==> src/rtl/uart_cmd_pkg.sv <==
// Shared types and constants for the UART command sequencer.
// Holds the FSM state enum, command/reply byte codes, sensor_cmd encodings,
// the reply payload struct and the command-decode helpers.
package uart_cmd_pkg;

    localparam int unsigned BYTE_W = 8;
    localparam int unsigned SCMD_W = 2;
    localparam int unsigned ADDR_W = 5;

    localparam int unsigned DEF_N_SENSORS    = 32;
    localparam int unsigned DEF_BYTE_TIMEOUT = 2304;
    localparam int unsigned DEF_SENSOR_TMO   = 65535;
    localparam int unsigned DEF_REPEAT_TICKS = 115200;

    typedef enum logic [3:0] {
        ST_IDLE,
        ST_GET_ADDR,
        ST_CHECK,
        ST_REQ,
        ST_WAIT_SENS,
        ST_SEND_CODE,
        ST_WAIT_CODE,
        ST_SEND_VAL,
        ST_WAIT_VAL
    } state_e;

    // Command bytes received from the host
    localparam logic [BYTE_W-1:0] CMD_STATUS    = 8'h01;
    localparam logic [BYTE_W-1:0] CMD_TEMP      = 8'h02;
    localparam logic [BYTE_W-1:0] CMD_HUM       = 8'h03;
    localparam logic [BYTE_W-1:0] CMD_CONT_TEMP = 8'h04;
    localparam logic [BYTE_W-1:0] CMD_CONT_HUM  = 8'h05;
    localparam logic [BYTE_W-1:0] CMD_STOP      = 8'h06;

    // Reply bytes sent back to the host
    localparam logic [BYTE_W-1:0] RPL_ERR       = 8'h1F;
    localparam logic [BYTE_W-1:0] RPL_SENS_TMO  = 8'hFE;
    localparam logic [BYTE_W-1:0] RPL_SENS_FAIL = 8'hFF;
    localparam logic [BYTE_W-1:0] RPL_STOP_VAL  = 8'h00;

    typedef enum logic [SCMD_W-1:0] {
        SCMD_STATUS = 2'd0,
        SCMD_TEMP   = 2'd1,
        SCMD_HUM    = 2'd2
    } scmd_e;

    typedef struct packed {
        logic [BYTE_W-1:0] code;
        logic [BYTE_W-1:0] value;
    } reply_t;

    // Commands that result in a sensor request
    function automatic logic is_sensor_cmd(input logic [BYTE_W-1:0] cmd);
        return (cmd >= CMD_STATUS) && (cmd <= CMD_CONT_HUM);
    endfunction

    function automatic logic is_cont_cmd(input logic [BYTE_W-1:0] cmd);
        return (cmd == CMD_CONT_TEMP) || (cmd == CMD_CONT_HUM);
    endfunction

    function automatic scmd_e cmd_to_scmd(input logic [BYTE_W-1:0] cmd);
        scmd_e s;
        case (cmd)
            CMD_TEMP, CMD_CONT_TEMP: s = SCMD_TEMP;
            CMD_HUM,  CMD_CONT_HUM:  s = SCMD_HUM;
            default:                 s = SCMD_STATUS;
        endcase
        return s;
    endfunction

endpackage

==> src/rtl/byte_holding_reg.sv <==
// Receiver byte intake: edge-detects rx_done, buffers one byte, flags overrun.
// Ports: clk_115200hz/reset (sync, active-low); rx_data/rx_done from the
// receiver; pop consumes the held byte; hold_valid/hold_data present it;
// rx_overrun is sticky until reset.
module byte_holding_reg
    import uart_cmd_pkg::*;
(
    input  logic              clk_115200hz,
    input  logic              reset,
    input  logic [BYTE_W-1:0] rx_data,
    input  logic              rx_done,
    input  logic              pop,
    output logic              hold_valid,
    output logic [BYTE_W-1:0] hold_data,
    output logic              rx_overrun
);

    logic rx_done_q;
    logic rx_rise_c;

    assign rx_rise_c = rx_done && !rx_done_q;

    // A byte arriving on the same edge the FSM pops is accepted, not dropped
    always_ff @(posedge clk_115200hz) begin
        if (!reset) begin
            rx_done_q  <= 1'b0;
            hold_valid <= 1'b0;
            hold_data  <= '0;
            rx_overrun <= 1'b0;
        end else begin
            rx_done_q <= rx_done;
            if (rx_rise_c) begin
                if (!hold_valid || pop) begin
                    hold_valid <= 1'b1;
                    hold_data  <= rx_data;
                end else begin
                    rx_overrun <= 1'b1;
                end
            end else if (pop) begin
                hold_valid <= 1'b0;
            end
        end
    end

endmodule

==> src/rtl/uart_cmd_sequencer.sv <==
// Frames 2-byte host commands, issues sensor requests and returns 2-byte replies.
// Ports: clk_115200hz/reset (sync, active-low); rx_data/rx_done from receiver;
// tx_data/tx_start/tx_busy to transmitter; sensor_req/cmd/addr and
// sensor_done/ok/val to the sensor interface; cont_active shows continuous
// mode; rx_overrun is the sticky dropped-byte flag.
module uart_cmd_sequencer
    import uart_cmd_pkg::*;
#(
    parameter int unsigned N_SENSORS    = DEF_N_SENSORS,
    parameter int unsigned BYTE_TIMEOUT = DEF_BYTE_TIMEOUT,
    parameter int unsigned SENSOR_TMO   = DEF_SENSOR_TMO,
    parameter int unsigned REPEAT_TICKS = DEF_REPEAT_TICKS
) (
    input  logic              clk_115200hz,
    input  logic              reset,
    input  logic [BYTE_W-1:0] rx_data,
    input  logic              rx_done,
    output logic [BYTE_W-1:0] tx_data,
    output logic              tx_start,
    input  logic              tx_busy,
    output logic              sensor_req,
    output logic [SCMD_W-1:0] sensor_cmd,
    output logic [ADDR_W-1:0] sensor_addr,
    input  logic              sensor_done,
    input  logic              sensor_ok,
    input  logic [BYTE_W-1:0] sensor_val,
    output logic              cont_active,
    output logic              rx_overrun
);

    localparam int unsigned BT_W = $clog2(BYTE_TIMEOUT + 1);
    localparam int unsigned ST_W = $clog2(SENSOR_TMO + 1);
    localparam int unsigned PT_W = $clog2(REPEAT_TICKS + 1);

    logic              hold_valid;
    logic [BYTE_W-1:0] hold_data;
    logic              pop_c;

    byte_holding_reg u_hold (
        .clk_115200hz (clk_115200hz),
        .reset        (reset),
        .rx_data      (rx_data),
        .rx_done      (rx_done),
        .pop          (pop_c),
        .hold_valid   (hold_valid),
        .hold_data    (hold_data),
        .rx_overrun   (rx_overrun)
    );

    state_e            state_q,     state_d;
    logic [BYTE_W-1:0] cmd_q,       cmd_d;
    logic [BYTE_W-1:0] addr_q,      addr_d;
    reply_t            reply_q,     reply_d;
    logic [BYTE_W-1:0] cont_cmd_q,  cont_cmd_d;
    logic [BYTE_W-1:0] cont_addr_q, cont_addr_d;
    logic [BT_W-1:0]   byte_tmr_q,  byte_tmr_d;
    logic [ST_W-1:0]   sens_tmr_q,  sens_tmr_d;
    logic [PT_W-1:0]   per_tmr_q,   per_tmr_d;
    logic [1:0]        wait_cnt_q,  wait_cnt_d;
    logic              seen_busy_q, seen_busy_d;
    logic [BYTE_W-1:0] tx_data_d;
    logic              tx_start_d;
    logic              sensor_req_d;
    logic [SCMD_W-1:0] sensor_cmd_d;
    logic [ADDR_W-1:0] sensor_addr_d;
    logic              cont_active_d;
    logic              repeat_due_c;

    assign repeat_due_c = cont_active && (per_tmr_q == PT_W'(REPEAT_TICKS - 1));

    // State, timers and all outputs
    always_ff @(posedge clk_115200hz) begin
        if (!reset) begin
            state_q     <= ST_IDLE;
            cmd_q       <= '0;
            addr_q      <= '0;
            reply_q     <= '0;
            cont_cmd_q  <= '0;
            cont_addr_q <= '0;
            byte_tmr_q  <= '0;
            sens_tmr_q  <= '0;
            per_tmr_q   <= '0;
            wait_cnt_q  <= '0;
            seen_busy_q <= 1'b0;
            tx_data     <= '0;
            tx_start    <= 1'b0;
            sensor_req  <= 1'b0;
            sensor_cmd  <= '0;
            sensor_addr <= '0;
            cont_active <= 1'b0;
        end else begin
            state_q     <= state_d;
            cmd_q       <= cmd_d;
            addr_q      <= addr_d;
            reply_q     <= reply_d;
            cont_cmd_q  <= cont_cmd_d;
            cont_addr_q <= cont_addr_d;
            byte_tmr_q  <= byte_tmr_d;
            sens_tmr_q  <= sens_tmr_d;
            per_tmr_q   <= per_tmr_d;
            wait_cnt_q  <= wait_cnt_d;
            seen_busy_q <= seen_busy_d;
            tx_data     <= tx_data_d;
            tx_start    <= tx_start_d;
            sensor_req  <= sensor_req_d;
            sensor_cmd  <= sensor_cmd_d;
            sensor_addr <= sensor_addr_d;
            cont_active <= cont_active_d;
        end
    end

    // Next-state and next-output logic
    always_comb begin
        state_d       = state_q;
        cmd_d         = cmd_q;
        addr_d        = addr_q;
        reply_d       = reply_q;
        cont_cmd_d    = cont_cmd_q;
        cont_addr_d   = cont_addr_q;
        byte_tmr_d    = byte_tmr_q;
        sens_tmr_d    = sens_tmr_q;
        wait_cnt_d    = wait_cnt_q;
        seen_busy_d   = seen_busy_q;
        tx_data_d     = tx_data;
        tx_start_d    = 1'b0;
        sensor_req_d  = 1'b0;
        sensor_cmd_d  = sensor_cmd;
        sensor_addr_d = sensor_addr;
        cont_active_d = cont_active;
        pop_c         = 1'b0;

        // Period timer saturates so a repeat deferred by a received byte still fires
        per_tmr_d = per_tmr_q;
        if (cont_active && !repeat_due_c) begin
            per_tmr_d = per_tmr_q + PT_W'(1);
        end

        case (state_q)
            ST_IDLE: begin
                if (hold_valid) begin
                    pop_c      = 1'b1;
                    cmd_d      = hold_data;
                    byte_tmr_d = '0;
                    state_d    = ST_GET_ADDR;
                end else if (repeat_due_c) begin
                    cmd_d   = cont_cmd_q;
                    addr_d  = cont_addr_q;
                    state_d = ST_REQ;
                end
            end
            ST_GET_ADDR: begin
                if (hold_valid) begin
                    pop_c   = 1'b1;
                    addr_d  = hold_data;
                    state_d = ST_CHECK;
                end else if (byte_tmr_q == BT_W'(BYTE_TIMEOUT - 1)) begin
                    state_d = ST_IDLE;
                end else begin
                    byte_tmr_d = byte_tmr_q + BT_W'(1);
                end
            end
            ST_CHECK: begin
                if (cmd_q == CMD_STOP) begin
                    cont_active_d = 1'b0;
                    reply_d       = '{code: CMD_STOP, value: RPL_STOP_VAL};
                    state_d       = ST_SEND_CODE;
                end else if (is_sensor_cmd(cmd_q) && (32'(addr_q) < N_SENSORS)) begin
                    cont_active_d = is_cont_cmd(cmd_q);
                    if (is_cont_cmd(cmd_q)) begin
                        cont_cmd_d  = cmd_q;
                        cont_addr_d = addr_q;
                    end
                    state_d = ST_REQ;
                end else begin
                    reply_d = '{code: RPL_ERR, value: cmd_q};
                    state_d = ST_SEND_CODE;
                end
            end
            ST_REQ: begin
                sensor_req_d  = 1'b1;
                sensor_cmd_d  = cmd_to_scmd(cmd_q);
                sensor_addr_d = addr_q[ADDR_W-1:0];
                sens_tmr_d    = '0;
                per_tmr_d     = '0;
                state_d       = ST_WAIT_SENS;
            end
            ST_WAIT_SENS: begin
                if (sensor_done) begin
                    if (sensor_ok) begin
                        reply_d = '{code: cmd_q, value: sensor_val};
                    end else begin
                        reply_d = '{code: RPL_ERR, value: RPL_SENS_FAIL};
                    end
                    state_d = ST_SEND_CODE;
                end else if (sens_tmr_q == ST_W'(SENSOR_TMO - 1)) begin
                    reply_d = '{code: RPL_ERR, value: RPL_SENS_TMO};
                    state_d = ST_SEND_CODE;
                end else begin
                    sens_tmr_d = sens_tmr_q + ST_W'(1);
                end
            end
            ST_SEND_CODE, ST_SEND_VAL: begin
                if (!tx_busy) begin
                    tx_data_d   = (state_q == ST_SEND_CODE) ? reply_q.code : reply_q.value;
                    tx_start_d  = 1'b1;
                    wait_cnt_d  = '0;
                    seen_busy_d = 1'b0;
                    state_d     = (state_q == ST_SEND_CODE) ? ST_WAIT_CODE : ST_WAIT_VAL;
                end
            end
            ST_WAIT_CODE, ST_WAIT_VAL: begin
                // Byte is done after busy falls, or if busy never rose within 2 cycles
                if (tx_busy) begin
                    seen_busy_d = 1'b1;
                end else if (seen_busy_q || (wait_cnt_q == 2'd2)) begin
                    state_d = (state_q == ST_WAIT_CODE) ? ST_SEND_VAL : ST_IDLE;
                end else begin
                    wait_cnt_d = wait_cnt_q + 2'd1;
                end
            end
            default: state_d = ST_IDLE;
        endcase
    end

endmodule

==> config.mk <==
export PLATFORM = sky130hd
export DESIGN_NAME = uart_cmd_sequencer
export DESIGN_NICKNAME = d
export VERILOG_FILES = /design/src/rtl/uart_cmd_pkg.sv /design/src/rtl/byte_holding_reg.sv /design/src/rtl/uart_cmd_sequencer.sv
export SDC_FILE = /design/constraint.sdc
export NUM_CORES = 1
export LEC_CHECK = 0
export ABC_AREA = 1
export CAP_MARGIN = 10
export CORE_ASPECT_RATIO = 1.2
export CORE_MARGIN = 4
export CORE_UTILIZATION = 52
export CTS_CLUSTER_SIZE = 28
export DETAILED_ROUTE_END_ITERATION = 8
export PLACE_DENSITY = 0.72
export SYNTH_ARGS = -nofsm -noshare
export SYNTH_HDL_FRONTEND = slang
export SYNTH_SLANG_ARGS = --single-unit
export TNS_END_PERCENT = 1
==> constraint.sdc <==
create_clock -name clk_115200hz -period 2 [get_ports clk_115200hz]
set_input_delay 0.3 -clock clk_115200hz [delete_from_list [all_inputs] [get_ports clk_115200hz]]
set_output_delay 0.3 -clock clk_115200hz [all_outputs]
set_load 0.02 [all_outputs]
==> summary.md <==
| Metric | Value |
|---|---|
| Synth Instances | 878 |
| Via count | 5801 |
| CP top delay family | compound AO/OA/AOI/OAI gates |
| # rows | 43 |
| Clock Skew | around 0.016 ns |
| Ports | 41 |
| Core area | approximately 12000 um^2 |
| Antenna-violating nets left | 0 |
| Yosys warns | 0 |
| Post-synthesis cell type count | 45 |
| Max_cap viols | 0 |
| Hold path startpoint | cont_cmd_q[7] |
| Initial DRC count | 464 |
| RePlAce Congestion | 0.896 |
| Largest area contributor in the netlist | dfxtp_1 |
| Final cell count without fillers | 1102 |
| Starting Density | 53.0% |
| Synthesized cell area | 6100 um^2 |
| Top cells by area, synth | dfxtp_1, nand2_1, nor2_1 |
| Worst-Margin Slew | about 0.62 ns |
| Worst path max stage delay | 0.35 ns |
| Antenna Cells | 0 |
| Crit path buffers/inverters | 3 |
| Area grow syn2layout | 20.2% |
| Via-per-instance ratio | 5.26 |
| Router iterations before antenna repair | 5 |
| Largest net degree at the start of global routing | 45 |
| Hold Crit Depth | 2 |
| Register area share after synthesis | ~42% |
| Worst setup SP type | register |
| Die width | 107 um |
| Maximum vdd drop | 0.616 mV |
| Setup TNS | 0 ns |
| Final Hold Viols | 0 |
| Commonest cells after routing, fill and taps aside | nand2_1, dfxtp_1, nor2_1, a21oi_1, inv_1 |
| #FFs+latches synth | approximately 130 |
| Most common cell after layout, fill and taps aside | nand2_1 |
| Worst Hold Class | reg2reg |
| Clk Latency, worst-skew pair | around 0.4 ns |
| Fin nets | 960 |
| CTS tree | yes |
| Placed Cells incl. Taps | 1071 |
| Reg-to-reg startpoint | sens_tmr_q[0] |
| R2r endpoint | reply_q[11] |
| Minimum clock period | 1.84 ns |
| Hold Buf Count CTS | 0 |
| Share of layout cells above drive strength 1 | 9.31% |
| CP Cell Sequence | inv_1 -> ha_1 -> inv_1 -> nor2_1 -> nand2_1 -> o21ai_2 -> nand3_2 -> inv_4 -> o21ai_0 -> a21oi_1 |
| Min Hold Slack | 0.438 ns |
| Clock Pin Slew Worst Setup and Hold Paths | 0.06 ns |
| Die H | 127 um |
| Crit. End Element | register |
| Final wirelength | 14500 um |
| Global-route wire length before repair | 25400 um |
| Root buffer cell | clkbuf_16 |
| Die area | between 10000 and 15000 um^2 |
| Max Freq | 543 MHz |
| Worst path required time | 2.33 ns |
| Pins Over Slew Limit | 0 |
| Clock sink total | 129 |
| Critical path startpoint | sens_tmr_q[0] |
| Total setup buffers inserted after CTS | 0 |
| Crit Path Max Fanout | 15 |
| Final WS setup | 0.160 ns |
| Pleak | 2.77 nW |
| Hpwl dp | 10500 um |
| R2r setup slk | 0.16 ns |
| Post-synth top area share | 42.3% |
| Pwr Density | 1080 nW/um^2 |
| Unrepaired setup endpoints after global routing | true |
| Number of buffers inserted by port buffering | 40 |
| Clk buf depth | 2 |
| Cts bufs inserted | 17 |
| Slew headroom | 58.4% |
| R2R cell count | 10 |
| Htree depth | 4 |
| Initial antenna violation count | 0 |
| Total GRT Usage | 23.0% |
| Slowest cell on the critical path | dfxtp_1 |
| Top cell by count, worst path | inv_1 |
| Worst EP arrival | 2.17 ns |
| DP Worst Slack | 0.118 ns |
| Grt total ovfl | 0 |
| Number of global-route vias before repair | 5665 |
| Min-Delay Endpoint | cont_cmd_q[7] |
| Critical path class | reg2reg |
| Final Cycle Share | just over 90% |
| Routed wire length per instance | 13.1 um |
| Status | complete, no violations |
| Mean post-synth cell area | 6.95 um^2 |
| Final setup violation count | 0 |
| Synth Net Count | 905 |
| DRC | 0 |
==> registers in the layout (all words and copies together), names as in the netlist <==
register	count
addr_q	8
byte_tmr_q	12
cmd_q	8
cont_active	1
cont_addr_q	8
cont_cmd_q	8
per_tmr_q	17
reply_q	16
seen_busy_q	1
sens_tmr_q	16
sensor_addr	5
sensor_cmd	2
sensor_req	1
state_q	4
tx_data	8
tx_start	1
u_hold.hold_data	8
u_hold.hold_valid	1
u_hold.rx_done_q	1
u_hold.rx_overrun	1
wait_cnt_q	2
==> how the worst max path moves through the flow <==
| stage | to | cells past startpoint |
|---|---|---|
| finish | reply_q[11] | 10 |
| global route | reply_q[11] | 10 |
| CTS | reply_q[11] | 10 |
| detailed placement | reply_q[11] | 7 |
| global placement | reply_q[8] | 8 |
| floorplan | byte_tmr_q[1] | 10 |
==> worst min-delay path: stages, from the launching register on <==
cell and delay, ns:
dfxtp_1 0.29, inv_1 0.05, nor3_1 0.04
==> per-layer routing <==
layer  wire length, um  track usage, %  vias up
li1                  -               -     2978
met1              6330            28.0     2648
met2              7270            39.7      149
met3               602            4.63       26
met4               284            8.88        0
met5                 0               0        -
==> layout make-up <==
cell class,count,area (um^2)
fillers,1071,4180
multi-input cells,630,3040
flip-flops and latches,129,2580
repair buffers,64,593
clock buffers,22,464
inverters,91,347
well taps,157,196
clock inverters,9,109
==> timing repair <==
action | 4_1_cts | 5_1_grt
setup endpoints to repair | 0 | 11
hold endpoints to repair | 0 | 0
resized for setup | 0 | 4
==> synthesized netlist by cell type (all sizes together) <==
cell and instances:
o2111ai 1, o22ai 9, o21a 2, and3 1, a211oi 4, nor3b 2, o21ai 75, nand3 50
buf 16, a21oi 84, a31oi 1, ha 5, nand2 203, nand3b 2, inv 89, or2 3
o22a 3, xnor2 4, nor3 27, and2 1, xor2 9, dfxtp 129, o21bai 2, clkinv 2
nor2 127, a22o 1, a21boi 1, nand4 13, clkbuf 12
==> metrics by stage <==
stage | utilization [%] | instance area [um^2] | power [W]
2_1_floorplan | - | 6100 | 0.00440
3_3_place_gp | 58.6 | 6750 | 0.00491
3_5_place_dp | 58.6 | 6750 | 0.00495
4_1_cts | 63.6 | 7320 | 0.00793
5_1_grt | 63.7 | 7330 | 0.00835
6_report | 63.7 | 7330 | 0.00789
==> cells by family (layout without fill, tap and decap cells) <==
family / count (synthesis) / count (layout) / share of synthesized area, %
AO/OA/AOI/OAI: 183 / 183 / 16.2
XOR/XNOR: 13 / 13 / 1.87
adder cells (fa/ha/maj): 5 / 5 / 1.03
buffers and inverters: 119 / 186 / 7.92
flip-flops: 129 / 129 / 42.3
AND/OR/NAND/NOR: 429 / 429 / 30.6
==> power by group <==
group	switching (W)	total [W]	internal, W
logic	0.00130	0.00198	0.000680
registers	0.000169	0.00294	0.00277
clock network	0.00108	0.00297	0.00189
total	0.00255	0.00789	0.00534
No activity file was read; power rests on OpenSTA's default activity.
